## src/rtl/dsp_wb_master.sv

```systemverilog
// Wishbone B3 classic single-transfer master for the DSP file sequencer.
// One launch per rising start edge; every cycle ends on err, ack or timeout so the requester never hangs.
module dsp_wb_master #(
  parameter int dw      = 32,
  parameter int aw      = 32,
  parameter int TIMEOUT = 255
) (
  input  logic          wb_clk,
  input  logic          wb_rst_n,
  input  logic [aw-1:0] address,
  input  logic          start,
  input  logic [3:0]    selection,
  input  logic          write,
  input  logic [dw-1:0] data_wr,
  output logic [dw-1:0] data_rd,
  output logic          active,
  output logic          bus_error,
  output logic [1:0]    err_code,
  output logic [15:0]   xfer_count,
  output logic [aw-1:0] wb_adr_o,
  output logic [dw-1:0] wb_dat_o,
  output logic [3:0]    wb_sel_o,
  output logic          wb_we_o,
  output logic          wb_cyc_o,
  output logic          wb_stb_o,
  input  logic [dw-1:0] wb_dat_i,
  input  logic          wb_ack_i,
  input  logic          wb_err_i
);

  localparam logic [0:0]  IDLE     = 1'b0;
  localparam logic [0:0]  BUSY     = 1'b1;
  localparam logic [1:0]  ERR_BUS  = 2'b01;
  localparam logic [1:0]  ERR_TMO  = 2'b10;
  localparam logic [15:0] TMO_LAST = 16'(TIMEOUT - 1);

  logic [0:0]  state;
  logic        start_q;
  logic [15:0] timer;
  logic        launch;
  logic        end_err;
  logic        end_ack;
  logic        end_tmo;
  logic        xfer_end;

  // Termination causes are mutually exclusive: err beats ack, ack beats timeout.
  assign launch   = start & ~start_q & (state == IDLE);
  assign end_err  = (state == BUSY) & wb_err_i;
  assign end_ack  = (state == BUSY) & ~wb_err_i & wb_ack_i;
  assign end_tmo  = (state == BUSY) & ~wb_err_i & ~wb_ack_i & (timer == TMO_LAST);
  assign xfer_end = end_err | end_ack | end_tmo;

  always_ff @(posedge wb_clk or negedge wb_rst_n) begin
    if (!wb_rst_n) begin
      start_q <= 1'b0;
    end else begin
      start_q <= start;
    end
  end

  always_ff @(posedge wb_clk or negedge wb_rst_n) begin
    if (!wb_rst_n) begin
      state    <= IDLE;
      timer    <= 16'd0;
      wb_cyc_o <= 1'b0;
      wb_stb_o <= 1'b0;
      active   <= 1'b0;
    end else if (launch) begin
      state    <= BUSY;
      timer    <= 16'd0;
      wb_cyc_o <= 1'b1;
      wb_stb_o <= 1'b1;
      active   <= 1'b1;
    end else if (xfer_end) begin
      state    <= IDLE;
      timer    <= 16'd0;
      wb_cyc_o <= 1'b0;
      wb_stb_o <= 1'b0;
      active   <= 1'b0;
    end else if (state == BUSY) begin
      timer <= timer + 16'd1;
    end
  end

  // Request fields are captured only at launch so the bus stays stable while BUSY.
  always_ff @(posedge wb_clk or negedge wb_rst_n) begin
    if (!wb_rst_n) begin
      wb_adr_o <= '0;
      wb_dat_o <= '0;
      wb_sel_o <= 4'h0;
      wb_we_o  <= 1'b0;
    end else if (launch) begin
      wb_adr_o <= address;
      wb_dat_o <= data_wr;
      wb_sel_o <= selection;
      wb_we_o  <= write;
    end else if (xfer_end) begin
      wb_we_o  <= 1'b0;
    end
  end

  always_ff @(posedge wb_clk or negedge wb_rst_n) begin
    if (!wb_rst_n) begin
      data_rd    <= '0;
      bus_error  <= 1'b0;
      err_code   <= 2'b00;
      xfer_count <= 16'd0;
    end else begin
      bus_error <= end_err | end_tmo;
      if (end_ack && !wb_we_o) begin
        data_rd <= wb_dat_i;
      end
      if (end_err) begin
        err_code <= ERR_BUS;
      end else if (end_tmo) begin
        err_code <= ERR_TMO;
      end
      if (xfer_end) begin
        xfer_count <= xfer_count + 16'd1;
      end
    end
  end

endmodule
```

## config.mk

```make
export PLATFORM = sky130hd
export DESIGN_NAME = dsp_wb_master
export DESIGN_NICKNAME = d
export VERILOG_FILES = /design/src/rtl/dsp_wb_master.sv
export SDC_FILE = /design/constraint.sdc
export NUM_CORES = 1
export LEC_CHECK = 0
export BUFFER_PORTS_ARGS = -buffer_cell sky130_fd_sc_hd__buf_2
export CAP_MARGIN = 20
export CORE_ASPECT_RATIO = 1.4
export CORE_MARGIN = 3
export CORE_UTILIZATION = 43
export DETAILED_ROUTE_END_ITERATION = 6
export PLACE_DENSITY = 0.8
export SKIP_LAST_GASP = 1
export SYNTH_ARGS = -nofsm -noshare
export SYNTH_HDL_FRONTEND = slang
export SYNTH_SLANG_ARGS = --single-unit
```

## constraint.sdc

```tcl
create_clock -name wb_clk -period 2.1 [get_ports wb_clk]
set_input_delay 0.105 -clock wb_clk [delete_from_list [all_inputs] [get_ports wb_clk]]
set_output_delay 0.105 -clock wb_clk [all_outputs]
set_load 0.02 [all_outputs]
```

==> impl_results.md <==
* Final setup violation count at 0
* Max Clock Freq at 499 MHz
* TritonRoute pass-1 iters at 5
* Hold Crit Endpoint: err_code[0]
* Vias/cell at 5.10
* DP Area at 6940 µm²
* Hold slack at 0.114 ns
* Worst setup EP type: flop
* All-layer global routing usage at 21.7%
* DP HPWL at 9.70 mm
* Clock Path Buffers at 2
* Ys async rst share at 100%
* WL final at 15.4 mm
* Synth unique cells at 37
* Largest net degree at the start of global routing at 71
* RSZ-0062 raised after global routing: yes
* Clk sink count at 138
* Final Total Pwr at 0.00866 W
* Port buffer count at 228
* Initial antenna violation count at 0
* Fin crit period at 2.00 ns
* Placed cells at 776
* Number of synthesized flops with an enable pin at 0
* P_leak at 4.09 nW
* Rel. slew slack at 62.3%
* Outcome: finished, final reports clean
* Final Hold Fails at 0
* Worst Hold Depth at 4
* First-pass GRT wire length at 24.6 mm
* Share of layout cells above drive strength 1 at 49.0%
* Worst hold path type: in2reg
* Syn_nets at 518
* Max capacitance violation total at 0
* Total gr overflow at 0
* Crit Reg-Reg Endpoint: timer[12]
* Remaining routing DRC violations at 0
* CORE AREA at 12500 µm²
* Worst-path fanout max at 15
* Placement Rows at 48
* Reg-to-Reg Start: timer[1]
* Worst EP arrival at 2.31 ns
* Num CTS Buffers at 17
* Reg clk slew, reported paths at 0.06 ns
* Synth Register Bits at 138
* Mapped cell area at 5570 µm²
* Syn avg cell area at 13.6 µm²
* Die height at 141 µm
* Fillers at 867
* Worst Skew at 0.0128 ns
* Crit Path Category: reg2reg
* Tcrit/Tclk final at 95.4%
* Hold path startpoint: wb_ack_i
* Wire per inst at 16.9 µm
* Post-Syn Instances at 409
* Ys Warns at 0
* Synth-to-layout area growth at 53.6%
* Area of the multi-input gates at 2020 µm²
* Worst Setup Start Kind: flop
* Die Width at 102 µm
* Nets@finish at 858
* RD Place Congestion at 0.810
* Fin cells at 913
* Vias in the first global route at 5063
* WP data required at 2.40 ns
* Cells on worst reg2reg path at 6
* Worst slew pin tran at 0.565 ns
* Post-synthesis sequential area ratio at 62.0%
* Slew Viols, Final at 0
* Die area at 14400 µm²
* Post-route ant nets at 0
* Post-CTS setup buffer count at 0
* Design Area, Final at 8560 µm²
* Initial Util at 44.6%
* Via count at 4658
* Clk_lat worst skew at 0.40 ns
* Worst R2R Setup Slack at 0.1 ns
* H-tree depth at 4
* Max IR drop VDD at 0.528 mV
* FF/Latch Area at 3450 µm²
* CTS root buffer: clkbuf_16
* Synth Flop Type: dfrtp_1
* Violation count after the first detailed-route iteration at 109
* Power Dens Cells at 1010 nW/µm²
* IO Pins at 229
* CTS tree: done
## synth_stat cells (all sizes together), types with 2 or more instances
library cell | n | area share [%]
nor2b | 2 | 0.22
and3 | 4 | 0.45
ha | 3 | 0.67
nor4 | 3 | 0.34
inv | 7 | 0.47
nand2b | 2 | 0.22
buf | 9 | 1.1
and4 | 4 | 0.67
nand3 | 21 | 1.9
nand4 | 3 | 0.34
dfrtp | 138 | 62
a21oi | 8 | 0.72
nor2 | 13 | 0.88
a31oi | 5 | 0.56
o21ai | 13 | 1.2
mux2 | 101 | 20
xnor2 | 3 | 0.47
nor3 | 7 | 0.63
clkbuf | 10 | 0.67
or3 | 7 | 0.79
xor2 | 13 | 2.0
nand2 | 22 | 1.5
## critical path, stage by stage, from the launching register on
cell and delay [ns]:
dfrtp_1 0.43, ha_1 0.20, nor4b_1 0.14, and4_4 0.21, nor2_2 0.47, o21ai_0 0.21, a31oi_1 0.25
## metrics by stage
stage | utilization, % | TNS (ns) | worst slack, ns
final | 68.5 | 0 | 0.0976
after global routing | 68.5 | -0.00947 | -0.00947
after CTS | 68.4 | 0 | 0.101
after detailed placement | 55.5 | -0.161 | -0.120
after global placement | 55.5 | 0 | 0.0663
after floorplan | - | 0 | 0.102
## cell type report
class,count,area share (%)
sequential,138,40.4
timing repair buffer,340,26.9
multi-input combinational,245,23.6
clock buffer,20,5.34
tap,150,2.19
clock inverter,12,1.30
inverter,7,0.307
antenna,1,0.0292
## registers in the layout (all words and copies together) (netlist names)
register	count
wb_dat_o	32
wb_sel_o	4
data_rd	32
wb_we_o	1
xfer_count	16
start_q	1
state	1
err_code	2
timer	16
wb_adr_o	32
bus_error	1
## repair_timing
item | in CTS | in global routing
endpoints found under the setup margin | 3 | 2
hold buffers | 104 | 0
endpoints found under the hold margin | 153 | 0
gates resized for setup | 1 | 1
## metal layers
metal	vias to the layer above	global-route usage [%]	routed length (µm)
li1	2129	-	-
met1	2284	22.2	5440
met2	199	40.9	8770
met3	46	5.50	737
met4	0	8.64	466
met5	-	0	0
## worst max-delay path by stage
stage / depth (start not counted) / to / slack [ns] / start
after floorplan: 8 / xfer_count[1] / 0.10 / timer[0]
after global placement: 6 / timer[15] / 0.07 / timer[1]
after detailed placement: 6 / timer[12] / -0.12 / timer[1]
after CTS: 7 / xfer_count[15] / 0.10 / timer[1]
after global routing: 6 / timer[12] / -0.009 / timer[1]
final: 6 / timer[12] / 0.1 / timer[1]
## layout by cell type, fill, tap and decap left out, types with 8 or more instances in the layout
cell type,instances
nor2_1,11
dfrtp_1,138
clkbuf_16,17
a21oi_1,8
mux2_2,99
o21ai_0,13
nand3_1,21
nand2_1,22
xor2_1,13
dlygate4sd3_1,104
buf_2,227
## cells by family (layout without fill, tap and decap cells)
kind of cell               Yosys count  count (layout)  synth area share (%)
DFF                                138             138                  62.0
muxes                              102             102                  20.6
and+or+nand+nor                     93              93                  8.69
AOI/OAI and AO/OA                   31              31                  3.26
buffers and inverters               26             379                  2.27
xor gates and xnor gates            16              16                  2.52
adders and majority gates            3               3                 0.674
other                                0               1                     0
## report_power, final
group	switching (W)	leakage [nW]	total, W	internal [W]
clock network	0.00113	0.274	0.00283	0.00170
logic	0.00130	2.14	0.00230	0.00100
registers	0.000336	1.68	0.00353	0.00319
(Power assumes the default switching activity.)
